===== src/rtl/ctrl_pkg.sv =====
// Shared definitions for the multi-cycle MIPS control unit.
// Contents: opcode values, FSM state codes, ALUOp codes, PCSrc/RegDst codes,
// and opcode-class helpers used by both next-state logic and decode.
package ctrl_pkg;

  // Opcodes
  localparam logic [5:0] OP_ADD   = 6'b000000;
  localparam logic [5:0] OP_SUB   = 6'b000001;
  localparam logic [5:0] OP_ADDIU = 6'b000010;
  localparam logic [5:0] OP_AND   = 6'b010000;
  localparam logic [5:0] OP_ANDI  = 6'b010001;
  localparam logic [5:0] OP_ORI   = 6'b010010;
  localparam logic [5:0] OP_XORI  = 6'b010011;
  localparam logic [5:0] OP_SLL   = 6'b011000;
  localparam logic [5:0] OP_SLT   = 6'b100111;
  localparam logic [5:0] OP_SW    = 6'b110000;
  localparam logic [5:0] OP_LW    = 6'b110001;
  localparam logic [5:0] OP_BEQ   = 6'b110100;
  localparam logic [5:0] OP_BNE   = 6'b110101;
  localparam logic [5:0] OP_J     = 6'b111000;
  localparam logic [5:0] OP_JR    = 6'b111001;
  localparam logic [5:0] OP_JAL   = 6'b111010;
  localparam logic [5:0] OP_HALT  = 6'b111111;

  // FSM states
  typedef enum logic [2:0] {
    S_IF  = 3'b000,
    S_ID  = 3'b001,
    S_ELS = 3'b010,
    S_MEM = 3'b011,
    S_WLD = 3'b100,
    S_EBR = 3'b101,
    S_EAL = 3'b110,
    S_WAL = 3'b111
  } state_e;

  // ALU function codes
  localparam logic [3:0] ALU_ADD = 4'b0000;
  localparam logic [3:0] ALU_SUB = 4'b0001;
  localparam logic [3:0] ALU_SLL = 4'b0010;
  localparam logic [3:0] ALU_OR  = 4'b0011;
  localparam logic [3:0] ALU_AND = 4'b0100;
  localparam logic [3:0] ALU_SLT = 4'b0101;
  localparam logic [3:0] ALU_XOR = 4'b0110;

  // Next-PC select
  localparam logic [1:0] PC_SEQ    = 2'b00;
  localparam logic [1:0] PC_BRANCH = 2'b01;
  localparam logic [1:0] PC_RS     = 2'b10;
  localparam logic [1:0] PC_JUMP   = 2'b11;

  // Destination-register select
  localparam logic [1:0] RD_R31 = 2'b00;
  localparam logic [1:0] RD_RT  = 2'b01;
  localparam logic [1:0] RD_RD  = 2'b10;

  // Instructions that go through EAL/WAL
  function automatic logic is_alu_op(input logic [5:0] op);
    case (op)
      OP_ADD, OP_SUB, OP_ADDIU, OP_AND, OP_ANDI,
      OP_ORI, OP_XORI, OP_SLL, OP_SLT: return 1'b1;
      default:                         return 1'b0;
    endcase
  endfunction

  // ALU forms whose second operand and destination come from the immediate/rt
  function automatic logic is_imm_op(input logic [5:0] op);
    case (op)
      OP_ADDIU, OP_ANDI, OP_ORI, OP_XORI: return 1'b1;
      default:                            return 1'b0;
    endcase
  endfunction

  function automatic logic is_mem_op(input logic [5:0] op);
    return (op == OP_LW) || (op == OP_SW);
  endfunction

  function automatic logic is_br_op(input logic [5:0] op);
    return (op == OP_BEQ) || (op == OP_BNE);
  endfunction

endpackage


===== src/rtl/multicycle_ctrl_decode.sv =====
// Purpose: combinational strobe/mux decode from (state, op, zero).
// Latency: zero cycles, purely combinational. Backpressure: none.
// Ports: state/op/zero in; PC/IR/memory/regfile strobes and mux selects out.
// Config: MULTICYCLE_CTRL_JAL_EN enables jal (link to $31) and jr in ID.
import ctrl_pkg::*;

module multicycle_ctrl_decode #(
  parameter int OP_W    = 6,
  parameter int ALUOP_W = 4
) (
  input  logic [2:0]         state,
  input  logic [OP_W-1:0]    op,
  input  logic               zero,
  output logic               PCWre,
  output logic               IRWre,
  output logic               InsMemRW,
  output logic               RegWre,
  output logic               mRD,
  output logic               mWR,
  output logic               ALUSrcA,
  output logic               ALUSrcB,
  output logic               ExtSel,
  output logic               DBDataSrc,
  output logic               WrRegDSrc,
  output logic [1:0]         PCSrc,
  output logic [1:0]         RegDst,
  output logic [ALUOP_W-1:0] ALUOp
);

  always_comb begin
    PCWre     = 1'b0;
    IRWre     = 1'b0;
    InsMemRW  = 1'b0;
    RegWre    = 1'b0;
    mRD       = 1'b0;
    mWR       = 1'b0;
    ALUSrcA   = 1'b0;
    ALUSrcB   = 1'b0;
    ExtSel    = 1'b0;
    DBDataSrc = 1'b0;
    WrRegDSrc = 1'b0;
    PCSrc     = PC_SEQ;
    RegDst    = RD_R31;
    ALUOp     = ALU_ADD;

    case (state)
      S_IF: begin
        InsMemRW = 1'b1;
        IRWre    = 1'b1;
      end

      S_ID: begin
        case (op)
          OP_J: begin
            PCWre = 1'b1;
            PCSrc = PC_JUMP;
          end
          OP_HALT: ; // PC never advances, so halt is refetched forever
`ifdef MULTICYCLE_CTRL_JAL_EN
          OP_JAL: begin
            RegWre    = 1'b1;
            RegDst    = RD_R31;
            WrRegDSrc = 1'b0;     // write PC+4 as the link address
            PCWre     = 1'b1;
            PCSrc     = PC_JUMP;
          end
          OP_JR: begin
            PCWre = 1'b1;
            PCSrc = PC_RS;
          end
`endif
          default: begin
            // Anything that ends here (unknown opcodes) retires as a NOP;
            // instructions continuing to later states must not move the PC.
            if (!is_alu_op(op) && !is_mem_op(op) && !is_br_op(op)) begin
              PCWre = 1'b1;
              PCSrc = PC_SEQ;
            end
          end
        endcase
      end

      // ALU controls stay stable from execute through write-back so the
      // datapath result does not change while it is being written.
      S_EAL, S_WAL, S_ELS: begin
        ExtSel  = 1'b1;
        ALUSrcB = is_imm_op(op) || is_mem_op(op);
        case (op)
          OP_SUB:  ALUOp = ALU_SUB;
          OP_AND,
          OP_ANDI: ALUOp = ALU_AND;
          OP_ORI:  ALUOp = ALU_OR;
          OP_XORI: ALUOp = ALU_XOR;
          OP_SLT:  ALUOp = ALU_SLT;
          OP_SLL: begin
            ALUOp   = ALU_SLL;
            ALUSrcA = 1'b1;       // shift amount comes from shamt
          end
          default: ALUOp = ALU_ADD;
        endcase
        if (op == OP_ANDI || op == OP_ORI || op == OP_XORI) ExtSel = 1'b0;
        if (state == S_WAL) begin
          RegWre    = 1'b1;
          WrRegDSrc = 1'b1;
          DBDataSrc = 1'b0;
          RegDst    = is_imm_op(op) ? RD_RT : RD_RD;
          PCWre     = 1'b1;
        end
      end

      S_MEM: begin
        if (op == OP_LW) mRD = 1'b1;
        if (op == OP_SW) begin
          mWR   = 1'b1;
          PCWre = 1'b1;
        end
      end

      S_WLD: begin
        RegWre    = 1'b1;
        RegDst    = RD_RT;
        DBDataSrc = 1'b1;
        WrRegDSrc = 1'b1;
        PCWre     = 1'b1;
      end

      S_EBR: begin
        ALUOp = ALU_SUB;
        PCWre = 1'b1;
        if (((op == OP_BEQ) && zero) || ((op == OP_BNE) && !zero)) PCSrc = PC_BRANCH;
      end

      default: ;
    endcase
  end

endmodule


===== src/rtl/multicycle_ctrl.sv =====
// Purpose: multi-cycle MIPS control FSM (IF/ID/EAL/WAL/ELS/MEM/WLD/EBR).
// Latency: outputs combinational from registered state; 2-5 cycles per instruction.
// Backpressure: none; halt stalls by never raising PCWre.
// Ports: CLK, RST (async active-low), op, zero in; state and all datapath controls out.
// Config: MULTICYCLE_CTRL_JAL_EN enables jal/jr decode (see decode sub-module).
import ctrl_pkg::*;

module multicycle_ctrl #(
  parameter int OP_W    = 6,
  parameter int ALUOP_W = 4
) (
  input  logic               CLK,
  input  logic               RST,
  input  logic [OP_W-1:0]    op,
  input  logic               zero,
  output logic [2:0]         state,
  output logic               PCWre,
  output logic               IRWre,
  output logic               InsMemRW,
  output logic               RegWre,
  output logic               mRD,
  output logic               mWR,
  output logic               ALUSrcA,
  output logic               ALUSrcB,
  output logic               ExtSel,
  output logic               DBDataSrc,
  output logic               WrRegDSrc,
  output logic [1:0]         PCSrc,
  output logic [1:0]         RegDst,
  output logic [ALUOP_W-1:0] ALUOp
);

  state_e state_q, state_d;

  always_ff @(posedge CLK or negedge RST) begin
    if (!RST) state_q <= S_IF;
    else      state_q <= state_d;
  end

  always_comb begin
    state_d = S_IF;
    case (state_q)
      S_IF: state_d = S_ID;
      S_ID: begin
        if      (is_alu_op(op)) state_d = S_EAL;
        else if (is_mem_op(op)) state_d = S_ELS;
        else if (is_br_op(op))  state_d = S_EBR;
        else                    state_d = S_IF;
      end
      S_EAL: state_d = S_WAL;
      S_ELS: state_d = S_MEM;
      S_MEM: state_d = (op == OP_LW) ? S_WLD : S_IF;
      default: state_d = S_IF; // WAL, WLD, EBR all retire
    endcase
  end

  assign state = state_q;

  multicycle_ctrl_decode #(
    .OP_W    (OP_W),
    .ALUOP_W (ALUOP_W)
  ) u_decode (
    .state     (state_q),
    .op        (op),
    .zero      (zero),
    .PCWre     (PCWre),
    .IRWre     (IRWre),
    .InsMemRW  (InsMemRW),
    .RegWre    (RegWre),
    .mRD       (mRD),
    .mWR       (mWR),
    .ALUSrcA   (ALUSrcA),
    .ALUSrcB   (ALUSrcB),
    .ExtSel    (ExtSel),
    .DBDataSrc (DBDataSrc),
    .WrRegDSrc (WrRegDSrc),
    .PCSrc     (PCSrc),
    .RegDst    (RegDst),
    .ALUOp     (ALUOp)
  );

endmodule


===== config.mk =====
export PLATFORM = sky130hd
export DESIGN_NAME = multicycle_ctrl
export DESIGN_NICKNAME = d
export VERILOG_FILES = /design/src/rtl/ctrl_pkg.sv /design/src/rtl/multicycle_ctrl_decode.sv /design/src/rtl/multicycle_ctrl.sv
export SDC_FILE = /design/constraint.sdc
export NUM_CORES = 1
export LEC_CHECK = 0
export CAP_MARGIN = 5
export CORE_MARGIN = 8
export CORE_UTILIZATION = 40
export DETAILED_ROUTE_END_ITERATION = 6
export GPL_TIMING_DRIVEN = 1
export PLACE_DENSITY_LB_ADDON = 0.15
export SKIP_LAST_GASP = 1
export SLEW_MARGIN = 20
export SYNTH_ARGS = -nofsm -noshare
export SYNTH_HDL_FRONTEND = slang
export SYNTH_SLANG_ARGS = --single-unit

===== constraint.sdc =====
create_clock -name CLK -period 2.2 [get_ports CLK]
set_input_delay 0.55 -clock CLK [delete_from_list [all_inputs] [get_ports CLK]]
set_output_delay 0.55 -clock CLK [all_outputs]
set_load 0.02 [all_outputs]

==> metrics.txt, run 1 <==
classification of the worst setup path=input port to output pin; cells after synthesis=94; commonest cells in the netlist=sky130_fd_sc_hd__nand2_1 (10), sky130_fd_sc_hd__nor2_1 (8), sky130_fd_sc_hd__a21oi_1 (6); number of buffers on the longest clock path=2; worst setup margin=-54.5 ps; type of the most critical hold path=input port to asynchronous set/reset pin; final core utilization=86.5%; Wirelength per Cell=16.4 um; synthesized area per cell=6.87 um2; Initial DRT Pass Iterations=4; share of synthesized area occupied by flip-flops and latches=11.6%; library cell with the largest summed area after synthesis=sky130_fd_sc_hd__dfrtp_1; overall power consumption=1000 uW; IO Count=31; area of the core=1510 um2; nets@finish=170; final worst path period need=2250 ps; switching share of power=47.7%; root buffer selected by CTS=sky130_fd_sc_hd__clkbuf_4; skew final=0.995 ps; endpoint kind of the worst setup timing path=output pin; CP startpoint kind=input port; die area=3160 um2; clock transition at the registers of the reported paths=40 ps; Internal Pwr Total=524 uW; total leakage power=0.000621 uW; maxcap violations=0; HPWL after DPL=2.04 mm; pin count of the biggest net entering global routing=14; top area cells in the synthesized netlist=sky130_fd_sc_hd__dfrtp_1 (12%), sky130_fd_sc_hd__nand2_1 (5.8%), sky130_fd_sc_hd__a21oi_1 (4.7%), sky130_fd_sc_hd__nor2_1 (4.7%), sky130_fd_sc_hd__or2_4 (4.1%); total wirelength of the detailed-routed design=2.88 mm; Area Growth Syn to Fin=102%; final RePlAce weighted congestion=0.934; most used flip-flop cell after synthesis=sky130_fd_sc_hd__dfrtp_1; maximum clock frequency=0.444 GHz; number of buffers inserted by port buffering=29; Synth Cell Area=646 um2; cell row count=14; post-synth cell types=42; ANT cells=0; average vias per placed instance=5.52; flop and latch count out of synthesis=3; most frequently used cell type in the post-synthesis netlist=sky130_fd_sc_hd__nand2_1; power density over the cells=769 nW/um2; number of setup violations in the final report=2; unrepaired setup endpoints after global routing=true; part of the total power dissipated in combinational logic=80.7%; Slew Limit Fails=0; Worst VDD drop=592 uV; number of flops mapped to enable cells by yosys=0; violation count after the first detailed-route iteration=26; Inserted Clock Buffers=3; number of hold violations in the final report=0; Syn. warnings=0; H-tree levels=1; Flop pwr share=9.3%; number of global-route vias before repair=1001; CP Data Required Time=1650 ps; first-pass GRT wire length=4.42 mm; number of antenna violations at the first check in global routing=0; Sinks on Clock Net=3; violations in the final reports=negative setup slack; aggregate negative setup slack=-77.3 ps; via total after detailed routing=972; clock share of power=10.0%; worst path arrival time=1700 ps; Remaining Overflow, GRT=0; Psw=478 uW; ANT nets after route=0; clock tree from TritonCTS=yes; Die W=56.2 um; Synth Net Count=103; design area=1300 um2; Largest register FFs=3; maximum fanout along the worst path=6; share of synthesized registers carrying an async set or reset=100%; GRT Overall Usage=16.6%; share of final-layout standard cells stronger than drive strength 1=60.6%; area after detailed placement=1190 um2; starting utilization of the core area=42.9%; top-area cell type share of the netlist area=11.6%; insertion delay of the later-clocked pin in the worst-skew pair=240 ps; remaining design rule violation count=0; share of the clock period used by the worst path=102%; status=finished, violations left; vertical extent of the die=56.2 um
## cell type report
class / count / area [um2]
multi-input cells: 75 / 582
repair buffers: 73 / 582
fillers: 81 / 203
flip-flops and latches: 3 / 75.1
clock buffers: 4 / 26.3
well taps: 16 / 20.0
inverters: 5 / 18.8
## power by group through the flow
stage                     sequential [uW]  clock [uW]  combinational [uW]
final                                93.5         100                 809
after global routing                 96.2         108                 862
after CTS                            94.5         106                 742
after detailed placement             91.1           0                 769
after global placement               88.2           0                 756
after floorplan                       122           0                 374
## through the flow
stage               cells  setup slack, ps  hold slack (ps)
CTS                   173            -85.8              487
floorplan              94             -153              254
global placement      167             -993              629
detailed placement    167            -1010              629
global route          176             -112              497
finish                176            -54.5              492
## cells in the final DEF, fill, tap and decap left out, drive strengths merged, types with 3 or more instances in the layout
cell | netlist | final
clkdlybuf4s50 | 0 | 5
nor2b | 4 | 4
inv | 5 | 5
clkbuf | 2 | 8
nor3 | 5 | 5
or2 | 3 | 3
buf | 9 | 62
o21ai | 5 | 5
nand2 | 10 | 10
dfrtp | 3 | 3
nor2 | 8 | 8
a21oi | 6 | 6
nand2b | 4 | 4
nor4 | 3 | 3
## worst max-delay path: stages
cell and delay (ps):
sky130_fd_sc_hd__buf_6 110, sky130_fd_sc_hd__inv_2 80, sky130_fd_sc_hd__nand2_2 80, sky130_fd_sc_hd__buf_4 150, sky130_fd_sc_hd__nor2_4 90, sky130_fd_sc_hd__buf_4 110, sky130_fd_sc_hd__nand3_1 120, sky130_fd_sc_hd__a21oi_1 220
sky130_fd_sc_hd__buf_4 180
## repair_timing
action | in CTS | in global routing
gates resized for setup | 101 | 36
buffers inserted | 2 | 4
cloned | 0 | 0
endpoints found under the setup margin | 18 | 17
pin swaps | 9 | 11
hold buffers | 0 | 0
## cell families (layout without fill, tap and decap cells)
family,after synthesis,count (layout),synth area share [%]
AOI/OAI and AO/OA,22,22,23.3
muxes,2,2,3.10
DFF,3,3,11.6
and+or+nand+nor,49,49,46.9
buffers and inverters,16,82,13.2
other,1,1,0.581
xor gates and xnor gates,1,1,1.36
## metal layers
metal  vias to the layer above  routed length [um]  global-route usage [%]
met5                         -                   0                       0
li1                        467                   -                       -
met2                        33                1540                    30.4
met3                         6                 134                    4.11
met1                       466                1160                    16.4
met4                         0                  51                    8.93
## worst paths after layout
kind / startpoint / endpoint / slack, ps / cells after the start
max: op[5] / ALUOp[1] / -50 / 9
min: RST / state[2] / 490 / 1
max reg2reg: state[2] / state[2] / 750 / 7
min reg2reg: state[0] / state[0] / 670 / 2
max in group asynchronous: RST / state[0] / 1570 / 1
min in group CLK: state[0] / state[0] / 670 / 2
Note: power is estimated with default switching activity, not from simulation.
==> run 2, diff against run 1 <==
RECOVER_POWER = 50   (was not set)
==> metrics.txt, run 2 (synthesis gave the netlist of run 1 again) <==
Sinks on Clock Net=3 (unchanged); number of buffers inserted by port buffering=29 (unchanged); end of the worst register-to-register path=state[2]; most common library cell in the layout ignoring fill and taps=sky130_fd_sc_hd__buf_4; ANT nets after route=0 (unchanged); Flop pwr share=9.4% (about the same); number of antenna violations at the first check in global routing=0 (unchanged); Post-Place Cells=167 (unchanged); Internal Pwr Total=523 uW (-0.10%); Crit path top cell by count=sky130_fd_sc_hd__buf_4; status=finished, violations left; classification of the worst setup path=input port to output pin; violations in the final reports=negative setup slack; starting utilization of the core area=42.9% (unchanged); Area Growth Syn to Fin=101%; series of cell instances along the critical path=buf_6 -> inv_2 -> nand2_2 -> buf_4 -> nor2_4 -> buf_4 -> nand3_1 -> a21oi_1 -> buf_4; vertical extent of the die=56.2 um (unchanged); type of the most critical hold path=input port to asynchronous set/reset pin; skew final=0.949 ps (-0.0463 ps); Hold Buf Count CTS=0 (unchanged); area of the core=1510 um2 (unchanged); power density over the cells=769 nW/um2 (about the same); worst path arrival time=1710 ps (about the same); number of global-route vias before repair=1001 (unchanged); IO Count=31 (unchanged); pin count of the biggest net entering global routing=14 (unchanged); H-tree levels=1 (unchanged); nets@finish=170 (unchanged); count of placed standard cells in the final layout, fillers left out=176 (unchanged); worst setup margin=-55.9 ps (-1.40 ps); Wirelength per Cell=16.4 um (+0.14%); cell row count=14 (unchanged); total leakage power=0.000621 uW (about the same); R2R Setup Slk=750 ps (about the same); Inserted Clock Buffers=3 (unchanged); clock share of power=10.0% (about the same); ANT cells=0 (unchanged); endpoint kind of the worst setup timing path=output pin; cell class contributing the biggest share of worst-path delay=buffers and inverters; switching share of power=47.6% (-0.097 points); insertion delay of the later-clocked pin in the worst-skew pair=240 ps (about the same); root buffer selected by CTS=sky130_fd_sc_hd__clkbuf_4; FF-to-FF Start=state[2]; Die W=56.2 um (unchanged); share of the clock period used by the worst path=103% (about the same); most frequent cells in the layout=sky130_fd_sc_hd__buf_4 (48), sky130_fd_sc_hd__buf_6 (10), sky130_fd_sc_hd__nand2_1 (7); part of the total power dissipated in combinational logic=80.7% (about the same); violation count after the first detailed-route iteration=27 (+3.8%); Largest register FFs=3 (unchanged); number of buffers on the longest clock path=2 (unchanged); CP startpoint kind=input port; Psw=476 uW (-0.49%); clock tree from TritonCTS=yes; HPWL after DPL=2.04 mm (unchanged); Initial DRT Pass Iterations=4 (unchanged); final worst path period need=2260 ps (+1.40 ps); via total after detailed routing=974 (+0.21%); first-pass GRT wire length=4.42 mm (unchanged); share of final-layout standard cells stronger than drive strength 1=60.0% (-0.62 points); cell count of the worst reg-to-reg path=7 (unchanged); GRT Overall Usage=16.6% (unchanged); number of hold violations in the final report=0 (unchanged); maximum fanout along the worst path=6 (unchanged); worst slack at placement=-1010 ps (unchanged); Slew Limit Fails=0 (unchanged); die area=3160 um2 (unchanged); total wirelength of the detailed-routed design=2.89 mm (+0.14%); maxcap violations=0 (unchanged); CP Data Required Time=1650 ps (about the same); cell with the largest stage delay on the worst path=sky130_fd_sc_hd__a21oi_1; final RePlAce weighted congestion=0.934 (unchanged); remaining design rule violation count=0 (unchanged); number of setup violations in the final report=2 (unchanged); unrepaired setup endpoints after global routing=true; delay of the slowest cell on the worst path=220 ps (about the same); maximum clock frequency=0.443 GHz (about the same); number of filler instances in the final layout=82 (+1.2%); clock transition at the registers of the reported paths=40 ps (about the same); average vias per placed instance=5.53 (+0.21%); Remaining Overflow, GRT=0 (unchanged); CP bufs+invs=5 (unchanged); Worst VDD drop=589 uV (-0.53%)
## run 2: changes by cell type in the layout (fill, tap and decap cells not counted), sizes merged
cell,previous run,this run
dlygate4sd3,0,1
clkdlybuf4s50,5,4
## run 2: power by group through the flow
stage               logic (uW)  clock network, uW  registers (uW)
finish                     806               99.5            93.6
global route               861                108            96.2
CTS                        742                106            94.5
detailed placement         769                  0            91.1
global placement           756                  0            88.2
floorplan                  374                  0             122
## run 2: through the flow
stage               hold WS (ps)  utilization (%)  TNS [ps]  total power (uW)  area (um2)
global placement             629             79.2    -11580               844        1190
finish                       563             86.2     -79.8               999        1300
global route                 567             86.2      -438              1060        1300
CTS                          487             80.5     -85.8               943        1210
floorplan                    254                -      -286               496         661
detailed placement           629             79.2    -12060               860        1190
## run 2: worst max-delay path by stage
stage / slack (ps) / depth (start not counted) / start / to
4_1_cts: -90 / 6 / op[0] / PCWre
6_report: -60 / 9 / op[5] / ALUOp[1]
3_5_place_dp: -1010 / 7 / op[0] / PCWre
3_3_place_gp: -990 / 7 / op[0] / PCWre
2_1_floorplan: -150 / 6 / op[0] / PCWre
5_1_grt: -110 / 9 / op[5] / ALUOp[1]
## run 2: what timing repair did
action	in CTS	in global routing
setup buffers	2	4
resized for setup	101	36
pin swaps	9	11
endpoints found under the hold margin	0	0
setup endpoints to repair	18	17
## run 2: metal layers
layer | vias up | global-route usage, % | routed length, um
met1 | 464 | 16.4 | 1170
met3 | 6 | 4.11 | 135
met4 | 0 | 8.93 | 51
met5 | - | 0 | 0
li1 | 468 | - | -
met2 | 36 | 30.4 | 1530
## run 2: worst reg2reg max path, cell delays in order (launching register included)
cell and delay (ps):
sky130_fd_sc_hd__dfrtp_1 370, sky130_fd_sc_hd__nand2b_4 160, sky130_fd_sc_hd__buf_4 140, sky130_fd_sc_hd__nor4_4 140, sky130_fd_sc_hd__nand2_2 110, sky130_fd_sc_hd__nor3b_2 230
sky130_fd_sc_hd__buf_4 140, sky130_fd_sc_hd__a221o_1 100
## run 2: final cells by class
class,count,area (um2),share of cell area (%)
inverter,5,18.8,1.45
timing repair buffer,73,582,44.8
tap,16,20.0,1.54
sequential,3,75.1,5.78
multi-input combinational,75,577,44.4
clock buffer,4,26.3,2.02
